**config.mk**
```make
export PLATFORM = sky130hd
export DESIGN_NAME = seg_scan_display
export DESIGN_NICKNAME = d
export VERILOG_FILES = /design/src/rtl/seg_scan_display.sv
export SDC_FILE = /design/constraint.sdc
export NUM_CORES = 1
export LEC_CHECK = 0
export BUFFER_PORTS_ARGS = -buffer_cell sky130_fd_sc_hd__buf_2
export CORE_MARGIN = 2
export CORE_UTILIZATION = 52
export CTS_CLUSTER_DIAMETER = 80
export DETAILED_ROUTE_END_ITERATION = 7
export PLACE_DENSITY = 0.8
export SLEW_MARGIN = 20
export SYNTH_ARGS = -nofsm -noshare
export SYNTH_HDL_FRONTEND = slang
export SYNTH_SLANG_ARGS = --single-unit
```
**constraint.sdc**
```tcl
create_clock -name clk -period 2.6 [get_ports clk]
set_input_delay 0.26 -clock clk [delete_from_list [all_inputs] [get_ports clk]]
set_output_delay 0.26 -clock clk [all_outputs]
set_load 0.05 [all_outputs]
```
**src/rtl/seg_scan_display.sv**
```systemverilog
// Multiplexed 7-segment hex display driver with PWM brightness, leading-zero
// blanking and a frame-synchronous load handshake.
module seg_scan_display #(
   parameter int DIGITS   = 8,
   parameter int SCAN_DIV = 1024,
   parameter int PWM_BITS = 4
) (
   input  logic                  clk,
   input  logic                  rst_n,
   input  logic [4*DIGITS-1:0]   data,
   input  logic [DIGITS-1:0]     dp,
   input  logic                  load,
   output logic                  ready,
   input  logic                  enable,
   input  logic                  blank_lz,
   input  logic [PWM_BITS-1:0]   brightness,
   output logic [7:0]            SEG,
   output logic [DIGITS-1:0]     AN,
   output logic                  frame_done
);

   localparam int PW = $clog2(SCAN_DIV);
   localparam int IW = (DIGITS > 1) ? $clog2(DIGITS) : 1;

   logic [PW-1:0]         presc_q, presc_d;
   logic [IW-1:0]         idx_q, idx_d;
   logic [PWM_BITS-1:0]   pwm_q, pwm_d;
   logic [4*DIGITS-1:0]   act_data_q, act_data_d, sh_data_q, sh_data_d;
   logic [DIGITS-1:0]     act_dp_q, act_dp_d, sh_dp_q, sh_dp_d;
   logic                  pending_q, pending_d;
   logic [7:0]            seg_q, seg_d;
   logic [DIGITS-1:0]     an_q, an_d;
   logic                  frame_done_q;

   logic                  tick, wrap;
   logic [DIGITS-1:0]     upper_zero;
   logic                  zero_run;
   logic [3:0]            nib;
   logic                  dp_bit, uz_bit, blanked, lit;
   logic [6:0]            glyph;

   assign tick  = (presc_q == PW'(SCAN_DIV - 1));
   assign wrap  = tick && (idx_q == IW'(DIGITS - 1));
   assign ready = ~pending_q;

   always_comb begin
      presc_d = tick ? '0 : presc_q + 1'b1;
      idx_d   = idx_q;
      if (tick) idx_d = wrap ? '0 : idx_q + 1'b1;
      pwm_d   = pwm_q + 1'b1;
   end

   // Handshake: a load is taken on any edge where load && ready. The shadow is
   // then held (ready low) until the frame boundary moves it to the active copy.
   always_comb begin
      sh_data_d  = sh_data_q;
      sh_dp_d    = sh_dp_q;
      act_data_d = act_data_q;
      act_dp_d   = act_dp_q;
      pending_d  = pending_q;
      if (load && ready) begin
         sh_data_d = data;
         sh_dp_d   = dp;
         pending_d = 1'b1;
      end else if (pending_q && wrap) begin
         act_data_d = sh_data_q;
         act_dp_d   = sh_dp_q;
         pending_d  = 1'b0;
      end
   end

   // upper_zero[i] is set when nibbles i..DIGITS-1 of the active value are all zero.
   always_comb begin
      zero_run   = 1'b1;
      upper_zero = '0;
      for (int i = DIGITS - 1; i >= 0; i--) begin
         zero_run      = zero_run & (act_data_q[4*i +: 4] == 4'h0);
         upper_zero[i] = zero_run;
      end
   end

   always_comb begin
      nib    = '0;
      dp_bit = 1'b0;
      uz_bit = 1'b0;
      for (int i = 0; i < DIGITS; i++) begin
         if (idx_q == IW'(i)) begin
            nib    = act_data_q[4*i +: 4];
            dp_bit = act_dp_q[i];
            uz_bit = upper_zero[i];
         end
      end
   end

   always_comb begin
      case (nib)
         4'h0: glyph = 7'h40;
         4'h1: glyph = 7'h79;
         4'h2: glyph = 7'h24;
         4'h3: glyph = 7'h30;
         4'h4: glyph = 7'h19;
         4'h5: glyph = 7'h12;
         4'h6: glyph = 7'h02;
         4'h7: glyph = 7'h78;
         4'h8: glyph = 7'h00;
         4'h9: glyph = 7'h10;
         4'hA: glyph = 7'h08;
         4'hB: glyph = 7'h03;
         4'hC: glyph = 7'h46;
         4'hD: glyph = 7'h21;
         4'hE: glyph = 7'h06;
         default: glyph = 7'h0E;
      endcase
   end

   // Cathodes are also released whenever the digit is dark to avoid ghosting.
   always_comb begin
      blanked = blank_lz && (idx_q != '0) && uz_bit && !dp_bit;
      lit     = enable && (pwm_q <= brightness) && !blanked;
      an_d    = lit ? ~(DIGITS'(1) << idx_q) : '1;
      seg_d   = lit ? {~dp_bit, glyph} : 8'hFF;
   end

   always_ff @(posedge clk or negedge rst_n) begin
      if (!rst_n) begin
         presc_q      <= '0;
         idx_q        <= '0;
         pwm_q        <= '0;
         act_data_q   <= '0;
         act_dp_q     <= '0;
         sh_data_q    <= '0;
         sh_dp_q      <= '0;
         pending_q    <= 1'b0;
         seg_q        <= 8'hFF;
         an_q         <= '1;
         frame_done_q <= 1'b0;
      end else begin
         presc_q      <= presc_d;
         idx_q        <= idx_d;
         pwm_q        <= pwm_d;
         act_data_q   <= act_data_d;
         act_dp_q     <= act_dp_d;
         sh_data_q    <= sh_data_d;
         sh_dp_q      <= sh_dp_d;
         pending_q    <= pending_d;
         seg_q        <= seg_d;
         an_q         <= an_d;
         frame_done_q <= wrap;
      end
   end

   assign SEG        = seg_q;
   assign AN         = an_q;
   assign frame_done = frame_done_q;

endmodule
```
# Yosys cells after proc, flatten, opt, wreduce, memory -nomap -nowiden
# Memory sizes are Yosys's and may differ from the RTL's.
# Index checks and enable logic that the tools add are counted.
# word_totals
ff_bits,115
rom_bits,112
output_inout_bits,18
memories,1
# classes
n_addsub,3
order_cmp,1
eq_ne,8
n_shift,1
muxes,30
n_bitwise,11
reduce_logical,22
# mem_list
memory,words,word_bits,read_ports,rd_ports_with_merged_regs,write_ports,line_no,text
(name not given),16,7,1,0,0,96,case (nib)
# op_table
operator,count
$logic_not 4->1,8
$mux 4,8
$mux 1,18
$mux 8,2
$eq 3x3->1 const B,4
$add 10x1->10 const B,1
$eq 10x10->1 const B,1
$mux 10,1
$logic_and 1x1->1,8
$not 8->8,1
$shl 1x3->8 const A,1
$and 1x1->1,7
$eq 3x2->1 const B,2
$add 4x1->4 const B,1
$le 4x4->1,1
$add 3x1->3 const B,1
$eq 3x1->1 const B,1
$logic_not 3->1,1
$mux 3,1
$not 1->1,3
$reduce_bool 3->1,1
$logic_not 1->1,2
$reduce_and 2->1,1
$reduce_bool 2->1,1

# Logic depth before layout (Yosys ltp)
# Gate-level depths: netlist (run 1).
# depth
word_depth,21
depth_mapped,14
depth_no_buf,12

# Worst setup path before layout (run 1)
# No wires, ideal clock.
# synth_timing
path_kind,register to register
from,register idx_q[2]
to,register seg_q[3] (netlist: SEG[3])
setup_ns,0.079
t_arrival_ns,2.749
setup_slack_ns,-0.228
stages_incl_launch_ff,12
path_buffers,1
synth_period_minus_slack_ns,2.828
cell_sequence,dfrtp_1 -> buf_2 -> clkinv_1 -> ha_1 -> or2_2 -> a221oi_1 -> o22ai_1 -> a31oi_1 -> inv_1 -> ha_1 -> o211a_1 -> o21ai_0
# synth_via
elab_chain_len,14
elab_cells_between_ends,41
cone_classes,eq/ne: 7; mux: 25; reduce/logical: 8; memory: 1
# synth_lines
element,line_no,text
start: declaration,26,"logic [IW-1:0] idx_q, idx_d;"
start signal: assignment,139,idx_q <= idx_d;
"parallel branches: the longest is 13 deep, another holds $mem_v2 16x7",-,
$mux 8 *,121,"seg_d = lit ? {~dp_bit, glyph} : 8'hFF;"
net seg_d[3],31,"logic [7:0] seg_q, seg_d;"
end signal: assignment,146,seg_q <= seg_d;
end: declaration,31,
# Mark *: on every way through the listed nets, which the timed path passes.
# A chain may end at the register's enable or synchronous reset.

# Worst setup path in the final report (run 1)
# layout_timing
from,register idx_q[1]
to,register seg_q[4] (netlist: SEG[4])
# The elaborated chain is that of the path after synthesis.

==> impl_metrics.tcl, run 1 <==
set metrics [dict create \
    seq_area_frac_synth 0.530 \
    routed-via-count 3907 \
    clockBufferDepth 2 \
    die_w_um 106 \
    drv_slew 0 \
    period_minus_slack_ps 2490 \
    diodes 0 \
    final_cell_mix "dfrtp_1 (99), buf_2 (65), dlygate4sd3_1 (42)" \
    synth-seq-cells 115 \
    first_iter_violations 351 \
    max_cap_viol_count 0 \
    dp_slack_ps -39.4 \
    async_flop_share 1.00 \
    setup_ws_ps 108 \
    num_io_pins 67 \
    drc 0 \
    worstSetupStartpointType "flop" \
    synth.avg_cell_area_um2 12.8 \
    critPathMaxFanout 11 \
    cp_data_arrival_time_ps 2930 \
    syn2layout_area_growth_pct 30.8 \
    synth_top_flop_cell "dfrtp_1" \
    clockPowerShare 0.523 \
    yosysUniqueCellTypes 57 \
    coreArea_um2 10300 \
    row_count 37 \
    start_util 0.532 \
    dpl.hpwl_mm 7.71 \
    critPathSlowestCell "dfrtp_1" \
    gp_congestion 0.892 \
    die_h_um 106 \
    cts_root_buf "clkbuf_8" \
    ant_nets 0 \
    h-tree-depth 4 \
    fin_util 0.695 \
    power_mw 4.62 \
    seq_power_share 0.420 \
    power.net_switching_mw 0.991 \
    peakVddDrop_v 0.000499 \
    drive_gt1_frac 0.422 \
    endpoint_kind "flop" \
    setup-tns-final_ps 0 \
    wl_per_cell_um 17.5 \
    antenna_found_initial 0 \
    rsz0062_at_grt "yes" \
    place_inst 630 \
    report.final.hold_viol_count 0 \
    fin_cells 705 \
    fmax_mhz 401 \
    cp.required_ps 3040 \
    cts.sinks 115 \
    power.leakage_nw 3.38 \
    crit_family "compound AO/OA/AOI/OAI gates" \
    critical_path_buf_inv_count 3 \
    slowest_delay_ps 400 \
    cts_tree "built" \
    grt_pass1_wl_mm 20.1 \
    p_sw_frac 0.214 \
    final_common_cell "dfrtp_1" \
    yosysWarnings 0 \
    hold_path_class "input pin to asynchronous set/reset pin" \
    setup_viol 0 \
    grt_pass1_vias 4009 \
    crit_type "flop to flop" \
    first_pass_iters 5 \
    path_cells "inv_1 -> ha_2 -> nand3b_1 -> a221oi_2 -> o22ai_1 -> a31oi_2 -> buf_4 -> ha_2 -> inv_1 -> a21oi_2 -> a21oi_1 -> o211ai_1" \
    power_density_nw_per_um2 647 \
    dieArea_um2 11300 \
    drt-total-wl_mm 12.3 \
    synth_edf_count 0 \
    status "finished clean" \
    synthCells 426 \
    clock_skew_ps 7.00 \
    fin_nets 623 \
    combPwrFrac 0.057 \
    slew_headroom 0.592 \
    synthesis.nets 493 \
    power.internal_mw 3.63 \
    tightest_slew_ps 611 \
    clkTransAtPathRegs_ps 60 \
    clock_latency_ps 520 \
    syn_area_um2 5460 \
    via_per_inst 5.54 \
    layout_worst_path_cycle_share 0.959 \
    io_buffers 66 \
    grt_max_degree 116 \
    cts_buffers 17 \
    grt_usage 0.234 \
    grt_overflow 0 \
]
## power groups by stage
stage | sequential (mW) | clock, mW | combinational (mW)
finish | 1.94 | 2.42 | 0.264
global route | 1.95 | 2.53 | 0.289
detailed placement | 1.97 | 0 | 0.212
CTS | 1.94 | 2.44 | 0.263
global placement | 1.96 | 0 | 0.201
floorplan | 1.97 | 0 | 0.0910
## repair_timing
action | 4_1_cts | 5_1_grt
gates resized for setup | 5 | 10
hold buffers | 42 | 0
hold endpoints to repair | 140 | 0
pin swaps | 3 | 2
setup endpoints to repair | 2 | 13
setup buffers | 0 | 1
## final timing paths
path                                             endpoint                 start  depth (start not counted)  slack [ps]
worst min-delay path            sh_data_q[31]$_DFFE_PN0P_                 rst_n                          3         340
worst max-delay path                     SEG[4]$_DFF_PN1_  idx_q[1]$_DFFE_PN0P_                         12         110
max in group asynchronous       act_data_q[7]$_DFFE_PN0P_                 rst_n                          3        1780
worst min register to register         pwm_q[0]$_DFF_PN0_    pwm_q[0]$_DFF_PN0_                          1         480
worst max register to register           SEG[4]$_DFF_PN1_  idx_q[1]$_DFFE_PN0P_                         12         110
min in group clk                          AN[7]$_DFF_PN1_              blank_lz                          5         460
## cell type report
class                      count  area (um2)
clock inverter                13         183
timing repair buffer         131         951
clock buffer                  19         442
fill                         674        3130
tap                          136         170
inverter                      21        80.1
multi-input combinational    270        2420
sequential                   115        2900
## per-stage QoR
stage,hold slack [ps],instance area [um2]
after floorplan,-35.6,5470
after global placement,381,6040
after detailed placement,393,6040
final,342,7150
after CTS,393,7100
after global routing,430,7150
## cells by family after synthesis
family / count (synthesis) / synth area share
adders and majority gates: 18 / 0.0412
DFF: 115 / 0.530
xor gates and xnor gates: 9 / 0.0144
and+or+nand+nor: 96 / 0.0964
muxes: 82 / 0.195
AOI/OAI and AO/OA: 65 / 0.0845
buffers and inverters: 41 / 0.0376
## state kept, by name, summed over array words and instances, names as in the netlist
signal,flops
act_dp_q,8
idx_q,3
sh_dp_q,8
act_data_q,32
SEG,8
AN,8
presc_q,10
frame_done,1
sh_data_q,32
pwm_q,4
pending_q,1
## routing by layer
metal / up-vias / GRT usage / routed length [um] / share of wire
met5: - / 0 / 0 / 0
met4: 0 / 0.0872 / 217 / 0.018
met3: 18 / 0.0546 / 578 / 0.047
met2: 152 / 0.388 / 6230 / 0.51
met1: 1940 / 0.300 / 5280 / 0.43
li1: 1797 / - / - / -
## worst min-delay path: stages
cell,delay (ps)
dlygate4sd3_1,530
buf_4,110
buf_12,410
## synth_stat cells, drive strengths merged, types with 2 or more instances
cell | instances | share of area
dfrtp | 99 | 0.45
mux2 | 80 | 0.19
nand2 | 24 | 0.018
inv | 20 | 0.014
ha | 18 | 0.041
dfstp | 16 | 0.077
nand3 | 15 | 0.014
a21oi | 14 | 0.013
buf | 12 | 0.018
nor2 | 11 | 0.0080
o21ai | 9 | 0.0082
clkbuf | 8 | 0.0055
nor4 | 8 | 0.0092
nor2b | 7 | 0.0080
o211ai | 7 | 0.0096
nand2b | 6 | 0.0069
a221oi | 5 | 0.0080
nand3b | 5 | 0.0069
xor2 | 5 | 0.0080
and2 | 4 | 0.0048
o22ai | 4 | 0.0046
o31ai | 4 | 0.0055
xnor2 | 4 | 0.0064
a211oi | 3 | 0.0050
a31oi | 3 | 0.0046
and4 | 3 | 0.0048
nand4 | 3 | 0.0034
o221ai | 3 | 0.0060
a2bb2oi | 2 | 0.0032
and3 | 2 | 0.0023
mux2i | 2 | 0.0037
o211a | 2 | 0.0037
o21a | 2 | 0.0027
o21bai | 2 | 0.0027
or4 | 2 | 0.0027
(Power assumes the default switching activity.)
==> run 2: changes to the inputs <==
--- a/config.mk
+++ b/config.mk
@@ -10,7 +10,7 @@
 export CORE_UTILIZATION = 52
 export CTS_CLUSTER_DIAMETER = 80
 export DETAILED_ROUTE_END_ITERATION = 7
-export PLACE_DENSITY = 0.8
+export PLACE_DENSITY = 0.78
 export SLEW_MARGIN = 20
 export SYNTH_ARGS = -nofsm -noshare
 export SYNTH_HDL_FRONTEND = slang
==> constraint.sdc (replaced) <==
create_clock -name clk -period 2.5 [get_ports clk]
set_input_delay 0.25 -clock clk [delete_from_list [all_inputs] [get_ports clk]]
set_output_delay 0.25 -clock clk [all_outputs]
set_load 0.05 [all_outputs]
==> run 2 against run 1 <==
Against the previous run:
- via count up 0.56%
- utilization up 2.1 points
- sequential power up 4%
- clock-buffer cell count up 2
- fmax up 3.1%
- routed wire length up 1.0%
==> impl_metrics.tcl, run 2 (synthesis gave the netlist of run 1 again) <==
set metrics [dict create \
    first_pass_iters 5 \
    cts.sinks 115 \
    reg_top3 "act_data_q: 32 flops, sh_data_q: 32 flops, presc_q: 10 flops" \
    num_io_pins 67 \
    slowest_delay_ps 390 \
    h-tree-depth 4 \
    grt_usage 0.236 \
    routed-via-count 3929 \
    cts_buffers 17 \
    gp_congestion 0.860 \
    antenna_found_initial 0 \
    slew_headroom 0.582 \
    fin_nets 639 \
    via_per_inst 5.46 \
    syn2layout_area_growth_pct 34.8 \
    status "finished clean" \
    first_iter_violations 249 \
    row_count 37 \
    fin_cells 720 \
    dieArea_um2 11300 \
    fmax_mhz 414 \
    critPathSlowestCell "dfrtp_1" \
    coreArea_um2 10300 \
    grt_use_met3 0.0656 \
    met2_usage 0.398 \
    die_w_um 106 \
    r2r_slack_ps 80 \
    dpl.hpwl_mm 8.20 \
    critPathMaxFanout 10 \
    wl_per_cell_um 17.3 \
    clkTransAtPathRegs_ps 50 \
    max_cap_viol_count 0 \
    endpoint_kind "flop" \
    place_inst 641 \
    peakVddDrop_v 0.000438 \
    worstSetupStartpointType "flop" \
    grt_overflow 0 \
    crit_family "compound AO/OA/AOI/OAI gates" \
    cp_data_arrival_time_ps 2840 \
    drc 0 \
    setup_viol 0 \
    grt_max_degree 67 \
    clockBufferDepth 2 \
    final_cell_mix "dfrtp_1 (99), buf_2 (65), dlygate4sd3_1 (42)" \
    hold_path_class "input pin to asynchronous set/reset pin" \
    rsz0062_at_grt "yes" \
    path_cells "inv_1 -> ha_2 -> buf_4 -> or3b_1 -> a211o_1 -> o211ai_1 -> nand3_1 -> o221ai_1" \
    power.leakage_nw 3.49 \
    cp.required_ps 2920 \
    groute.layer.met1.usage 0.293 \
    ant_nets 0 \
    power_density_nw_per_um2 664 \
    cts_tree "built" \
    path_depth 8 \
    grt_pass1_wl_mm 20.3 \
    grt_busiest_layer "met2" \
    fillers 670 \
    clock_skew_ps 9.09 \
    drv_slew 0 \
    drt-total-wl_mm 12.4 \
    drive_gt1_frac 0.447 \
    start_util 0.532 \
    fin_util 0.717 \
    cts_root_buf "clkbuf_8" \
    crit_type "flop to flop" \
    grt_pass1_vias 4130 \
    setup-tns-final_ps 0 \
    diodes 0 \
    io_buffers 66 \
    period_minus_slack_ps 2420 \
    critical_path_buf_inv_count 2 \
    tightest_slew_ps 627 \
    clock_latency_ps 520 \
    die_h_um 106 \
    reg2reg_depth 8 \
    report.final.hold_viol_count 0 \
    layout_worst_path_cycle_share 0.967 \
    final_common_cell "dfrtp_1" \
]
==> run 2: cell types whose count changed in the layout (fill, tap and decap cells not counted), sizes merged <==
cell	previous run	this run
buf	89	105
bufinv	4	5
clkbuf	19	21
clkinv	6	5
clkinvlp	4	1
==> run 2: per-stage QoR <==
step,hold slack [ps],total power [mW],cell area [um2],worst slack (ps)
2_1_floorplan,-45.6,2.15,5480,11.6
3_3_place_gp,297,2.25,6150,-55.2
3_5_place_dp,307,2.27,6150,-154
4_1_cts,292,4.94,7290,2.20
5_1_grt,347,5.07,7360,-40.6
6_report,304,4.89,7360,81.9
==> run 2: layout make-up <==
type,count,area (um2),share of cell area
multi-input combinational,270,2480,0.337
clock buffer,21,469,0.0637
timing repair buffer,147,1080,0.147
sequential,115,2900,0.393
tap,136,170,0.0231
inverter,21,83.8,0.0114
clock inverter,10,178,0.0241
==> run 2: worst paths after layout <==
check | from | endpoint
max | idx_q[0]$_DFFE_PN0P_ | SEG[2]$_DFF_PN1_
min | rst_n | sh_data_q[26]$_DFFE_PN0P_
max reg2reg | idx_q[0]$_DFFE_PN0P_ | SEG[2]$_DFF_PN1_
min reg2reg | presc_q[0]$_DFF_PN0_ | presc_q[0]$_DFF_PN0_
max in group asynchronous | rst_n | AN[5]$_DFF_PN1_
min in group clk | blank_lz | SEG[2]$_DFF_PN1_
==> run 2: metal layers <==
layer / vias to the layer above / part of all wire
met5: - / 0
met4: 0 / 0.019
met3: 24 / 0.045
met2: 127 / 0.51
met1: 1951 / 0.43
li1: 1827 / -
==> run 2: power by group <==
group / leakage (nW) / switching (mW) / internal, mW
Combinational: 1.72 / 0.123 / 0.152
Clock: 0.320 / 0.789 / 1.81
Sequential: 1.45 / 0.0549 / 1.96
Total: 3.49 / 0.967 / 3.92
==> run 2: repair_timing <==
action,in CTS,in global routing
pin swaps,2,5
hold buffers,42,0
endpoints found under the setup margin,6,10
buffers inserted,4,2
endpoints found under the hold margin,78,0
resized for setup,10,14
==> run 3: changes to the inputs <==
--- a/config.mk
+++ b/config.mk
@@ -6,6 +6,7 @@
 export NUM_CORES = 1
 export LEC_CHECK = 0
 export BUFFER_PORTS_ARGS = -buffer_cell sky130_fd_sc_hd__buf_2
+export CORE_ASPECT_RATIO = 0.9
 export CORE_MARGIN = 2
 export CORE_UTILIZATION = 52
 export CTS_CLUSTER_DIAMETER = 80
==> run 3 against run 2 <==
Against the previous run:
- critical path depth is 2 higher
- global-route usage is 1.2 points lower
- via count is 4.8% lower
- critical endpoint is now SEG[3]$_DFF_PN1_
- highest routed layer unchanged
==> impl_metrics.tcl, run 3 (synthesis gave the netlist of run 1 again) <==
set metrics [dict create \
    final_cell_mix "dfrtp_1 (97), buf_2 (65), mux2_2 (41)" \
    setup_viol 0 \
    setup-tns-final_ps 0 \
    h-tree-depth 4 \
    first_pass_iters 4 \
    crit_type "flop to flop" \
    dp_slack_ps -90.6 \
    syn2layout_area_growth_pct 26.0 \
    wl_per_cell_um 17.7 \
    start_util 0.533 \
    grt_usage 0.224 \
    routed-via-count 3740 \
    die_h_um 101 \
    place_inst 637 \
    power_density_nw_per_um2 668 \
    crit_family "compound AO/OA/AOI/OAI gates" \
    worstSetupStartpointType "flop" \
    fmax_mhz 410 \
    cp_data_arrival_time_ps 2750 \
    diodes 0 \
    peakVddDrop_v 0.000496 \
    reg_top3 "act_data_q: 32 flops, sh_data_q: 32 flops, presc_q: 10 flops" \
    endpoint_kind "flop" \
    clock_skew_ps 6.83 \
    grt_pass1_wl_mm 19.7 \
    first_iter_violations 255 \
    setup_ws_ps 63.7 \
    slew_headroom 0.683 \
    final_common_cell "dfrtp_1" \
    cts_buffers 17 \
    drc 0 \
    via_per_inst 5.55 \
    fin_nets 599 \
    drv_slew 0 \
    status "finished clean" \
    io_buffers 66 \
    num_io_pins 67 \
    hold_path_class "input pin to flop" \
    critPathMaxFanout 9 \
    dpl.hpwl_mm 8.30 \
    clock_latency_ps 410 \
    cp.required_ps 2820 \
    layout_worst_path_cycle_share 0.975 \
    power.leakage_nw 3.28 \
    path_cells "ha_4 -> ha_1 -> o31ai_1 -> buf_4 -> a31oi_2 -> buf_4 -> ha_1 -> and2_4 -> a211oi_2 -> o21ai_1" \
    clkTransAtPathRegs_ps 50 \
    fin_cells 674 \
    cts_tree "built" \
    antenna_found_initial 0 \
    grt_max_degree 37 \
    dieArea_um2 11300 \
    critPathSlowestCell "dfrtp_2" \
    die_w_um 112 \
    max_cap_viol_count 0 \
    grt_overflow 0 \
    drive_gt1_frac 0.475 \
    coreArea_um2 10200 \
    tightest_slew_ps 476 \
    critical_path_buf_inv_count 2 \
    gp_congestion 0.866 \
    grt_pass1_vias 3916 \
    clockBufferDepth 2 \
    report.final.hold_viol_count 0 \
    power_mw 4.60 \
    row_count 35 \
    ant_nets 0 \
    drt-total-wl_mm 11.9 \
    period_minus_slack_ps 2440 \
    cts.sinks 115 \
    rsz0062_at_grt "yes" \
    fin_util 0.672 \
    cts_root_buf "clkbuf_16" \
    slowest_delay_ps 450 \
]
-- run 3: cell types whose count changed in the layout (fill, tap and decap cells not counted), moves of 2 or more --
cell           previous run  this run
dlygate4sd3_1            42         1
clkbuf_1                  0         5
clkbuf_8                  5         0
buf_4                    37        39
bufinv_16                 5         3
dfrtp_1                  99        97
dfrtp_2                   0         2
ha_2                      4         2
ha_4                      3         5
o31ai_1                   2         4
-- run 3: metrics by stage --
| step | hold WS, ps | instance area [um2] |
|---|---|---|
| CTS | 60.0 | 6780 |
| global route | 60.0 | 6880 |
| global placement | 216 | 6150 |
| finish | 69.7 | 6880 |
| floorplan | -45.6 | 5480 |
| detailed placement | 226 | 6150 |
-- run 3: metal layers --
layer  routed length [um]  global-route usage  vias to the layer above
met5                    0                   0                        -
met4                  204              0.0910                        0
met3                  575              0.0616                       18
met2                 5620               0.346                      116
met1                 5510               0.305                     1859
li1                     -                   -                     1747
-- run 3: final cells by class --
cell class	instances	area, um2
Timing Repair Buffer	107	668
Sequential cell	115	2900
Tap cell	129	161
Fill cell	752	3370
Clock buffer	22	444
Multi-Input combinational cell	270	2490
Clock inverter	10	134
Inverter	21	83.8
-- run 3: worst register-to-register path: cells and delay by family (launching register included) --
kind            cells  cell delay [ps]
flops               1              450
simple gates        1              160
buf+inv             2              340
compound gates      4              720
fa+ha+maj           3              690
-- run 3: worst paths after layout --
kind / from / endpoint / slack, ps / cells past startpoint
max in group asynchronous: rst_n / AN[0]$_DFF_PN1_ / 1380 / 3
hold / removal: data[5] / sh_data_q[5]$_DFFE_PN0P_ / 70 / 2
setup / recovery: idx_q[0]$_DFFE_PN0P_ / SEG[3]$_DFF_PN1_ / 60 / 10
setup reg to reg: idx_q[0]$_DFFE_PN0P_ / SEG[3]$_DFF_PN1_ / 60 / 10
hold reg to reg: pwm_q[0]$_DFF_PN0_ / pwm_q[0]$_DFF_PN0_ / 470 / 1
min in group asynchronous: rst_n / sh_data_q[31]$_DFFE_PN0P_ / 330 / 2
-- run 3: power breakdown --
group	leakage (nW)	switching, mW	total, mW	internal [mW]
Sequential	1.45	0.0506	2.01	1.96
Combinational	1.55	0.111	0.221	0.111
Clock	0.278	0.808	2.37	1.56
-- run 3: what timing repair did --
action                                  4_1_cts  5_1_grt
hold buffers                                  1        0
setup buffers                                 2        2
hold endpoints to repair                     32        0
endpoints found under the setup margin       12       14
pin swaps                                     4        6
gates resized for setup                      10       17
